### config.mk
export PLATFORM = sky130hd
export DESIGN_NAME = vga_timing_param
export DESIGN_NICKNAME = d
export VERILOG_FILES = /design/src/rtl/vga_timing_param.sv
export SDC_FILE = /design/constraint.sdc
export NUM_CORES = 1
export LEC_CHECK = 0
export ABC_AREA = 0
export ABC_CLOCK_PERIOD_IN_PS = 2700
export CORE_MARGIN = 10
export CORE_UTILIZATION = 50
export DETAILED_ROUTE_END_ITERATION = 8
export PLACE_DENSITY_LB_ADDON = 0.2
export SETUP_SLACK_MARGIN = 0.15
export SYNTH_ARGS = -nofsm -noshare
export SYNTH_HDL_FRONTEND = slang
export SYNTH_SLANG_ARGS = --single-unit
### constraint.sdc
create_clock -name clk65MHz -period 2.7 [get_ports clk65MHz]
set_input_delay 0.54 -clock clk65MHz [delete_from_list [all_inputs] [get_ports clk65MHz]]
set_output_delay 0.54 -clock clk65MHz [all_outputs]
set_load 0.05 [all_outputs]
### src/rtl/vga_timing_param.sv
`default_nettype none
// ============================================================================
// Module   : vga_timing_param
// Brief    : Parametrised VGA raster timing generator. Horizontal/vertical
//            counters with registered blanking, sync, data-enable and
//            line/frame start strobes, all aligned to the counter values
//            they describe. A clock enable lets slower pixel rates run from a
//            faster clock. Optional 16-bit frame counter is built when the
//            macro VGA_TIMING_FRAME_CNT_EN is defined.
// Revision : 1.0 - initial release
// ============================================================================
module vga_timing_param #(
    parameter int   H_ACTIVE  = 1024,
    parameter int   H_FP      = 24,
    parameter int   H_SYNC    = 136,
    parameter int   H_BP      = 160,
    parameter int   V_ACTIVE  = 768,
    parameter int   V_FP      = 3,
    parameter int   V_SYNC    = 6,
    parameter int   V_BP      = 29,
    parameter logic HSYNC_POL = 1'b1,
    parameter logic VSYNC_POL = 1'b1,
    parameter int   CNT_W     = 11
) (
    input  logic             clk65MHz,
    input  logic             rst,
    input  logic             en,
    output logic [CNT_W-1:0] hcount,
    output logic [CNT_W-1:0] vcount,
    output logic             hsync,
    output logic             vsync,
    output logic             hblnk,
    output logic             vblnk,
    output logic             de,
    output logic             line_start,
    output logic             frame_start
`ifdef VGA_TIMING_FRAME_CNT_EN
    ,
    output logic [15:0]      frame_cnt
`endif
);

    localparam int c_H_TOTAL = H_ACTIVE + H_FP + H_SYNC + H_BP;
    localparam int c_V_TOTAL = V_ACTIVE + V_FP + V_SYNC + V_BP;

    localparam logic [CNT_W-1:0] c_H_LAST   = CNT_W'(c_H_TOTAL - 1);
    localparam logic [CNT_W-1:0] c_V_LAST   = CNT_W'(c_V_TOTAL - 1);
    localparam logic [CNT_W-1:0] c_HB_START = CNT_W'(H_ACTIVE);
    localparam logic [CNT_W-1:0] c_HS_START = CNT_W'(H_ACTIVE + H_FP);
    localparam logic [CNT_W-1:0] c_HS_END   = CNT_W'(H_ACTIVE + H_FP + H_SYNC);
    localparam logic [CNT_W-1:0] c_VB_START = CNT_W'(V_ACTIVE);
    localparam logic [CNT_W-1:0] c_VS_START = CNT_W'(V_ACTIVE + V_FP);
    localparam logic [CNT_W-1:0] c_VS_END   = CNT_W'(V_ACTIVE + V_FP + V_SYNC);

    // Reject parameter sets that would give empty intervals or overflow the counters.
    generate
        if (H_FP < 1 || H_SYNC < 1 || H_BP < 1 || V_FP < 1 || V_SYNC < 1 || V_BP < 1) begin : g_chk_porch
            $error("vga_timing_param: porch and sync widths must be at least 1");
        end
        if (H_ACTIVE < 1 || V_ACTIVE < 1) begin : g_chk_active
            $error("vga_timing_param: active sizes must be at least 1");
        end
        if (c_H_TOTAL > 2**CNT_W || c_V_TOTAL > 2**CNT_W) begin : g_chk_width
            $error("vga_timing_param: CNT_W too small for the line or frame total");
        end
    endgenerate

    logic [CNT_W-1:0] r_hcount;
    logic [CNT_W-1:0] r_vcount;
    logic             r_hsync;
    logic             r_vsync;
    logic             r_hblnk;
    logic             r_vblnk;
    logic             r_de;
    logic             r_line_start;
    logic             r_frame_start;

    logic             w_h_wrap;
    logic [CNT_W-1:0] w_hnext;
    logic [CNT_W-1:0] w_vnext;
    logic             w_hblnk;
    logic             w_vblnk;
    logic             w_hsync;
    logic             w_vsync;
    logic             w_de;
    logic             w_line_start;
    logic             w_frame_start;

    // Next counter values and the flags decoded from them, so every registered
    // flag lands in the same cycle as the counter value it describes.
    always_comb begin
        w_h_wrap = (r_hcount == c_H_LAST);
        w_hnext  = w_h_wrap ? '0 : r_hcount + CNT_W'(1);
        w_vnext  = r_vcount;
        if (w_h_wrap) begin
            w_vnext = (r_vcount == c_V_LAST) ? '0 : r_vcount + CNT_W'(1);
        end
        w_hblnk       = (w_hnext >= c_HB_START);
        w_vblnk       = (w_vnext >= c_VB_START);
        w_hsync       = (w_hnext >= c_HS_START && w_hnext < c_HS_END) ? HSYNC_POL : ~HSYNC_POL;
        w_vsync       = (w_vnext >= c_VS_START && w_vnext < c_VS_END) ? VSYNC_POL : ~VSYNC_POL;
        w_de          = ~w_hblnk & ~w_vblnk;
        w_line_start  = (w_hnext == '0);
        w_frame_start = w_line_start && (w_vnext == '0);
    end

    // Output registers: reset dominates, otherwise advance only when enabled.
    always_ff @(posedge clk65MHz) begin
        if (rst) begin
            r_hcount      <= '0;
            r_vcount      <= '0;
            r_hsync       <= ~HSYNC_POL;
            r_vsync       <= ~VSYNC_POL;
            r_hblnk       <= 1'b0;
            r_vblnk       <= 1'b0;
            r_de          <= 1'b0;
            r_line_start  <= 1'b0;
            r_frame_start <= 1'b0;
        end else if (en) begin
            r_hcount      <= w_hnext;
            r_vcount      <= w_vnext;
            r_hsync       <= w_hsync;
            r_vsync       <= w_vsync;
            r_hblnk       <= w_hblnk;
            r_vblnk       <= w_vblnk;
            r_de          <= w_de;
            r_line_start  <= w_line_start;
            r_frame_start <= w_frame_start;
        end
    end

    assign hcount      = r_hcount;
    assign vcount      = r_vcount;
    assign hsync       = r_hsync;
    assign vsync       = r_vsync;
    assign hblnk       = r_hblnk;
    assign vblnk       = r_vblnk;
    assign de          = r_de;
    assign line_start  = r_line_start;
    assign frame_start = r_frame_start;

`ifdef VGA_TIMING_FRAME_CNT_EN
    logic [15:0] r_frame_cnt;

    // Count frames on the same edge that raises frame_start; wraps naturally.
    always_ff @(posedge clk65MHz) begin
        if (rst) begin
            r_frame_cnt <= 16'd0;
        end else if (en && w_frame_start) begin
            r_frame_cnt <= r_frame_cnt + 16'd1;
        end
    end

    assign frame_cnt = r_frame_cnt;
`endif

endmodule
`default_nettype wire

-- Word level (Yosys, flattened, before mapping)
Cells that the tools add are included.
- $add $sub $neg: 2
- muxes and demuxes: 5
- order comparisons: 6
- equal/unequal tests: 2
- reductions and logical operators: 5
- bitwise gates (word level): 3
- operators with widths (kind ; number):
    $mux W11 ; 3
    $add A11 B1 Y11 const B ; 2
    $ge A11 B10 Y1 const B ; 2
    $ge A11 B11 Y1 const B ; 2
    $logic_not A11 Y1 ; 2
    $eq A11 B10 Y1 const B ; 1
    $eq A11 B11 Y1 const B ; 1
    $lt A11 B10 Y1 const B ; 1
    $lt A11 B11 Y1 const B ; 1
    $logic_and A1 B1 Y1 ; 3
    $mux W1 ; 2
    $not A1 Y1 ; 2
    $and A1 B1 Y1 ; 1
- bits of input ports: 3
- flip-flop bits (word level): 29
- output and inout port bits: 29

-- Depth between registers and ports, before layout
Gate-level depths: netlist of the first run.
- depth after elaboration: 6
- depth in mapped cells: 8
- gate-level depth less buffers: 8

-- Worst setup path after synthesis of the first run
OpenSTA, ideal clock, no wires.
- kind: register to register
- from: reg r_hcount[0] (netlist: hcount[0])
- to: reg r_vsync (netlist: vsync)
- data required time: 2.613 ns
- clock period less this slack: 2.787 ns
- arrival: 2.700 ns
- cell stages (with the launch flop): 9
- slack: -0.087 ns
- library setup time: 0.087 ns
- path through: dfxtp_1 ha_1 and4_1 buf_6 nand3_4 or4_1 o2111a_1 or4_1 o31ai_1
- longest elaborated chain between the ends: 5
- ends and longest elaborated chain (element ; RTL line ; source):
    start, declared ; 68 ; logic [CNT_W-1:0] r_hcount;
    start signal, assigned ; 120 ; r_hcount <= w_hnext;
    $eq A11 B11 Y1 * ; 92 ; w_h_wrap = (r_hcount == c_H_LAST);
    $mux W11 * ; 95 ; if (w_h_wrap) begin
    $ge A11 B10 Y1 or $lt A11 B10 Y1 (tied branches) ; 101 ; w_vsync = (w_vnext >= c_VS_START && w_vnext < c_VS_END) ? VSYNC_POL : ~VSYNC_POL;
    $logic_and A1 B1 Y1 * ; 101 ;
    $mux W1 * ; 101 ;
    end signal, assigned ; 113 ; r_vsync <= ~VSYNC_POL;
    end signal, assigned ; 123 ; r_vsync <= w_vsync;
    end, declared ; 71 ; logic r_vsync;
Every way passes the cells marked *; elsewhere a longest branch is shown, timed or not.
A chain may end at the register's enable or synchronous reset.

-- Final worst setup path of the first run
Same ends and word-level chain as after synthesis.

==> results_dict.tcl, run 1 <==
set metrics [dict create \
    first_pass_iters 5 \
    die_area_um2 6849 \
    vias 2004 \
    tightest_slew_ns 0.5164 \
    numCtsBuffers 3 \
    cp-start-kind "flip-flop" \
    ys_ff_latch 28 \
    rsz0062_at_grt "no" \
    nFillCells 321 \
    clk_latency_ns 0.28 \
    nets 292 \
    cp_max_fo 7 \
    synth_edf_count 0 \
    h-tree-depth 1 \
    cp.arrival_ns 2.63 \
    synth_cell_types 55 \
    grt_overflow 0 \
    crit_path_start "hcount[0]$_SDFFE_PP0P_" \
    cts_root_buffer "clkbuf_8" \
    setup_violations 0 \
    layout-drive-gt1-share_pct 16.49 \
    portBuffers 31 \
    path_clk_slew_ns 0.10 \
    initial_core_util_pct 52.61 \
    ir_drop_mv 0.3124 \
    regArea_um2 578.1 \
    postPlaceCellArea_um2 2366 \
    area_delta_synth_final_pct 23.44 \
    max_freq_ghz 0.4115 \
    detail-route-antenna-nets 0 \
    skew_ns 0.007498 \
    min_from "hsync$_SDFFE_PP0P_" \
    avgSynthCellArea_um2 7.815 \
    hpwlAfterDp_um 4069 \
    grtUsageMet1_pct 22.53 \
    worstReg2RegStart "hcount[0]$_SDFFE_PP0P_" \
    layoutNonFillerInstCount 333 \
    cp.required_ns 2.90 \
    period_minus_slack_ns 2.430 \
    routed_via_density 6.018 \
    drv_cap 0 \
    synth-main-ff-cell "dfxtp_1" \
    status "complete, no violations" \
    die_w_um 82.76 \
    worst-setup-path-type "flip-flop to flip-flop" \
    multi_input_area_um2 1269 \
    cts_tree "done" \
    rrSetupSlack_ns 0.27 \
    die_h_um 82.76 \
    ioPinCount 32 \
    syn_area_um2 1969 \
    grt_max_degree 18 \
    wl_per_cell_um 16.16 \
    drc_errors 0 \
    totalWireLength_um 5380 \
    post-route-util_pct 64.94 \
    syn_nets 258 \
    yosysWarnings 0 \
    grt_pass1_vias 1747 \
    worst_slack_ns 0.2701 \
    diodes 0 \
    stdcell_area_um2 2431 \
    tns_ns 0 \
    hp-class "flip-flop to flip-flop" \
    cts_sinks 28 \
    slew_viol_final 0 \
    fp-row-count 22 \
    grt_pass1_wl_um 8825 \
    power.density_nw_per_um2 310.6 \
    cts.path.max_buffers 2 \
    core_um2 3744 \
    use_met2_pct 23.84 \
    cp-end-kind "flip-flop" \
    ys_seq_area_share_pct 28.46 \
    placed_cells 327 \
    hold_viol 0 \
    globalRouteMet3Util_pct 4.212 \
    first_iter_violations 277 \
    synthArstFlopShare_pct 0 \
    antenna_found_initial 0 \
    p_leak_nw 0.8048 \
    track_usage_pct 16.11 \
    maxSlewHeadroom_pct 65.47 \
    busiest_layer "met2" \
    fin_crit_sh_pct 90.00 \
    pre_cts_ws_ns 0.1386 \
    place_congestion 0.9780 \
    synthCells 252 \
]
[state kept, by name, summed over array words and instances (netlist names)]
| register | cells |
|---|---|
| hcount | 11 |
| vblnk | 1 |
| vsync | 1 |
| frame_start | 1 |
| vcount | 11 |
| de | 1 |
| line_start | 1 |
| hsync | 1 |
[path summary, 6_finish.rpt]
kind,end,depth (start not counted)
worst max-delay path,vsync$_SDFFE_PP0P_,7
worst min-delay path,hsync$_SDFFE_PP0P_,2
worst max register to register,vsync$_SDFFE_PP0P_,7
worst min register to register,hsync$_SDFFE_PP0P_,2
[layer usage]
| layer | vias up | part of all wire, % |
|---|---|---|
| met3 | 4 | 9.6 |
| met4 | 0 | 0.61 |
| met5 | - | 0 |
| li1 | 999 | - |
| met2 | 83 | 43 |
| met1 | 918 | 47 |
[cell usage after synthesis, drive strengths merged, types with 2 or more instances]
library cell | instances | share of area, %
xnor2 | 8 | 3.6
or3 | 3 | 0.95
a211oi | 5 | 1.9
nor3 | 11 | 3.0
nand2 | 21 | 4.0
mux2i | 2 | 1.0
nor4 | 7 | 3.3
o211a | 2 | 1.0
or3b | 2 | 0.89
o31ai | 3 | 1.1
o21ai | 8 | 2.0
and4 | 4 | 1.8
o21a | 4 | 1.5
dfxtp | 28 | 28
inv | 5 | 0.95
nand3 | 9 | 2.9
clkbuf | 11 | 2.1
xor2 | 9 | 4.0
or4 | 2 | 0.76
buf | 11 | 4.3
a31oi | 2 | 0.64
o2111ai | 2 | 0.89
a21oi | 22 | 5.6
ha | 3 | 1.9
nand4 | 14 | 4.4
a22o | 3 | 1.3
and3 | 5 | 1.7
nor2 | 30 | 5.7
[layout by cell type (no fill, tap or decap), drive strengths merged, types with 4 or more instances in the layout]
master,Yosys,routed
inv,5,5
nand4,14,14
a21oi,22,22
nor2,30,30
nor3,11,11
clkdlybuf4s50,0,31
nand3,9,9
a211oi,5,5
nor4,7,7
nand2,21,21
buf,11,20
xnor2,8,8
o21ai,8,8
dfxtp,28,28
xor2,9,9
and4,4,4
and3,5,5
o21a,4,4
[report_power, final]
part / switching, mW / leakage (nW) / internal (mW)
Clock: 0.133 / 0.0231 / 0.102
Sequential: 0.00704 / 0.232 / 0.419
Combinational: 0.0599 / 0.550 / 0.0337
Total: 0.200 / 0.805 / 0.555
[critical path, cell delays in order, from the launching register on]
cell      delay [ns]
dfxtp_4         0.39
ha_2            0.22
and4_4          0.28
nand3_4         0.11
or4_1           0.50
o2111a_1        0.13
or4_1           0.50
o31ai_1         0.22
[kinds of logic after synthesis]
logic type	Yosys count	synth area share (%)
adders and majority gates	3	1.906
DFF	28	28.46
xor gates and xnor gates	17	7.561
and+or+nand+nor	113	32.53
buffers and inverters	27	7.370
AOI/OAI and AO/OA	62	21.16
muxes	2	1.017
[layout make-up]
cell class / instances / share of cell area [%]
multi-input cells: 197 / 52.19
flip-flops and latches: 28 / 23.78
repair buffers: 51 / 18.94
well taps: 48 / 2.470
clock buffers: 3 / 1.698
inverters: 5 / 0.7720
clock inverters: 1 / 0.1544
[repair_timing]
item                                    in CTS  in global routing
buffers inserted                             0                  2
pin swaps                                    0                  1
resized for setup                            1                  2
endpoints found under the setup margin       1                  1
hold buffers                                 0                  0
[metrics by stage]
stage	hold WS (ns)	total power [mW]
floorplan	0.6076	0.4984
global placement	0.4544	0.5274
detailed placement	0.4567	0.5282
CTS	0.4804	0.7644
global route	0.5102	0.7892
finish	0.4722	0.7551
Note: power is estimated with default switching activity, not from simulation.
==> inputs of run 2 (changes only) <==
Settings changed: GPL_ROUTABILITY_DRIVEN from default to 0, SLEW_MARGIN from default to 20.
==> results of run 2 <==
Final layout, timing and power as in run 1 (identical DEF).
==> inputs of run 3 (changes only) <==
Settings changed: ABC_AREA 0 to 1, CORE_UTILIZATION 50 to 54, REMOVE_ABC_BUFFERS from default to 1.
==> run 3 against run 2 <==
Via count increased by 8.6%. Clock power increased by 44%. Clock skew up 0.0017 ns. Cell count grew 26%. Register-to-register slack gained 0.28 ns. Power is 41% higher. Utilization grew 1.7 points. Die area shrank 2.1%.
==> results_dict.tcl, run 3 <==
set metrics [dict create \
    worstReg2RegStart "vcount[1]$_SDFFE_PP0P_" \
    finalPower_mw 1.063 \
    cts_root_buffer "clkbuf_8" \
    core_um2 3689 \
    cp.required_ns 2.16 \
    maxSlewHeadroom_pct 65.16 \
    path_clk_slew_ns 0.11 \
    max_freq_ghz 0.4551 \
    grt_pass1_wl_um 9591 \
    syn_area_um2 2067 \
    cp-start-kind "flip-flop" \
    totalWireLength_um 5410 \
    yosys-top-cells-area "dfxtp_1 (27%), nand2_1 (18%), inv_1 (7.6%)" \
    synthCells 348 \
    area_delta_synth_final_pct 18.95 \
    synth_top_area_share_pct 27.12 \
    postCtsHoldBufs 0 \
    grt_overflow 0 \
    ys_seq_area_share_pct 27.12 \
    period_minus_slack_ns 2.197 \
    ioPinCount 32 \
    hold_viol 0 \
    ys_ff_latch 28 \
    worst_path_dominant_cell_family "buffers and inverters" \
    cts.path.max_buffers 2 \
    crit_slowest_cell "clkdlybuf4s50_1" \
    nets 380 \
    detail-route-antenna-nets 0 \
    rsz0062_at_grt "no" \
    cts_sinks 28 \
    yosysTopAreaCell "dfxtp_1" \
    slew_viol_final 0 \
    tightest_slew_ns 0.5210 \
    setup_violations 0 \
    die_area_um2 6703 \
    p_leak_nw 1.102 \
    power.density_nw_per_um2 432.2 \
    avgSynthCellArea_um2 5.940 \
    first_iter_violations 235 \
    post-route-util_pct 66.66 \
    first_pass_iters 4 \
    cp-end-kind "output port" \
    vias 2177 \
    post_cts_buffers 0 \
    numCtsBuffers 3 \
    tns_ns 0 \
    grt_pass1_vias 2018 \
    die_w_um 81.87 \
    portBuffers 31 \
    path_buf_inv 1 \
    cts_tree "done" \
    drc_errors 0 \
    drv_cap 0 \
    hpwlAfterDp_um 4033 \
    cp.arrival_ns 1.66 \
    synth-main-ff-cell "dfxtp_1" \
    mostFrequentLayoutCells "nand2_1 (101), inv_1 (42), nor2_1 (39)" \
    fp-row-count 22 \
    initial_core_util_pct 56.04 \
    wl_per_cell_um 12.85 \
    crit_path_start "vcount[5]$_SDFFE_PP0P_" \
    grt_max_degree 27 \
    cp_slowest_stage_delay_ns 0.87 \
    min_from "line_start$_SDFFE_PP0P_" \
    hp-class "flip-flop to flip-flop" \
    die_h_um 81.87 \
    routed_via_density 5.171 \
    fin_crit_sh_pct 81.38 \
    synth_commonest_cells "nand2_1 (101), inv_1 (42), nor2_1 (39)" \
    layout-drive-gt1-share_pct 8.847 \
    crit_chain "clkdlybuf4s50_1" \
    synth_edf_count 0 \
    track_usage_pct 17.56 \
    synthArstFlopShare_pct 0 \
    clk_latency_ns 0.28 \
    post_cts_resized 0 \
    yosysWarnings 0 \
    status "complete, no violations" \
    cp_max_fo 9 \
    synth_cell_types 30 \
    antenna_found_initial 0 \
    final_common_cell "nand2_1" \
    h-tree-depth 1 \
    worst-setup-path-type "flip-flop to output port" \
    skew_ns 0.009227 \
    ir_drop_mv 0.3252 \
    yosysMostFrequentCell "nand2_1" \
    diodes 0 \
]
run 3: changes by cell type after synthesis, sizes merged, moves of 9 or more:
cell,before,now
inv,5,45
nand3,9,32
o21ai,8,28
nand2,21,106
nor2,30,46
nor3,11,2
run 3: power by group:
| part | internal [mW] | total [mW] | leakage [nW] | switching [mW] |
|---|---|---|---|---|
| logic | 0.0839 | 0.257 | 0.836 | 0.173 |
| clock network | 0.199 | 0.340 | 0.0357 | 0.141 |
| registers | 0.434 | 0.465 | 0.230 | 0.0312 |
| total | 0.717 | 1.06 | 1.10 | 0.346 |
run 3: final timing paths:
check	to	slack, ns	cells after the start
worst max-delay path	vcount[5]	0.50	1
worst max register to register	vsync$_SDFFE_PP0P_	0.55	13
worst min-delay path	line_start$_SDFFE_PP0P_	0.47	2
worst min register to register	line_start$_SDFFE_PP0P_	0.47	2
run 3: worst min-delay path, cell delays in order, from the launching register on:
cell and delay, ns:
dfxtp_1 0.33, nand2_1 0.06, a21oi_1 0.05
run 3: layout make-up:
type	instances	area (um^2)
clock buffer	3	41.29
clock inverter	1	30.03
fill	355	1230
inverter	47	177.7
multi-input combinational	258	1241
sequential	28	560.5
tap	48	60.06
timing repair buffer	36	347.8
run 3: stage by stage:
step                cells  worst slack (ns)  cell area, um^2  hold slack (ns)
global route          421            0.3209             2459           0.5003
detailed placement    417            0.6006             2387           0.4594
floorplan             333            0.4315             1979           0.6024
CTS                   421            0.4885             2459           0.4746
global placement      417            0.6473             2387           0.4557
finish                421            0.5026             2459           0.4735
run 3: cell families (layout without fill, tap and decap cells):
family | Yosys count | count (layout) | synth area share, %
AO/OA/AOI/OAI | 59 | 59 | 15.13
XOR/XNOR | 1 | 1 | 0.4238
adder cells (fa/ha/maj) | 3 | 3 | 1.816
buffers and inverters | 62 | 87 | 12.83
flip-flops | 28 | 28 | 27.12
AND/OR/NAND/NOR | 195 | 195 | 42.68
run 3: per-layer routing:
layer | wire length, um | vias up | share of wire [%] | global-route usage [%]
met5 | 0 | - | 0 | 0
met4 | 95 | 0 | 1.8 | 5.612
met3 | 290 | 8 | 5.4 | 3.712
met2 | 2663 | 53 | 49 | 29.94
met1 | 2360 | 958 | 44 | 21.48
li1 | - | 1158 | - | -
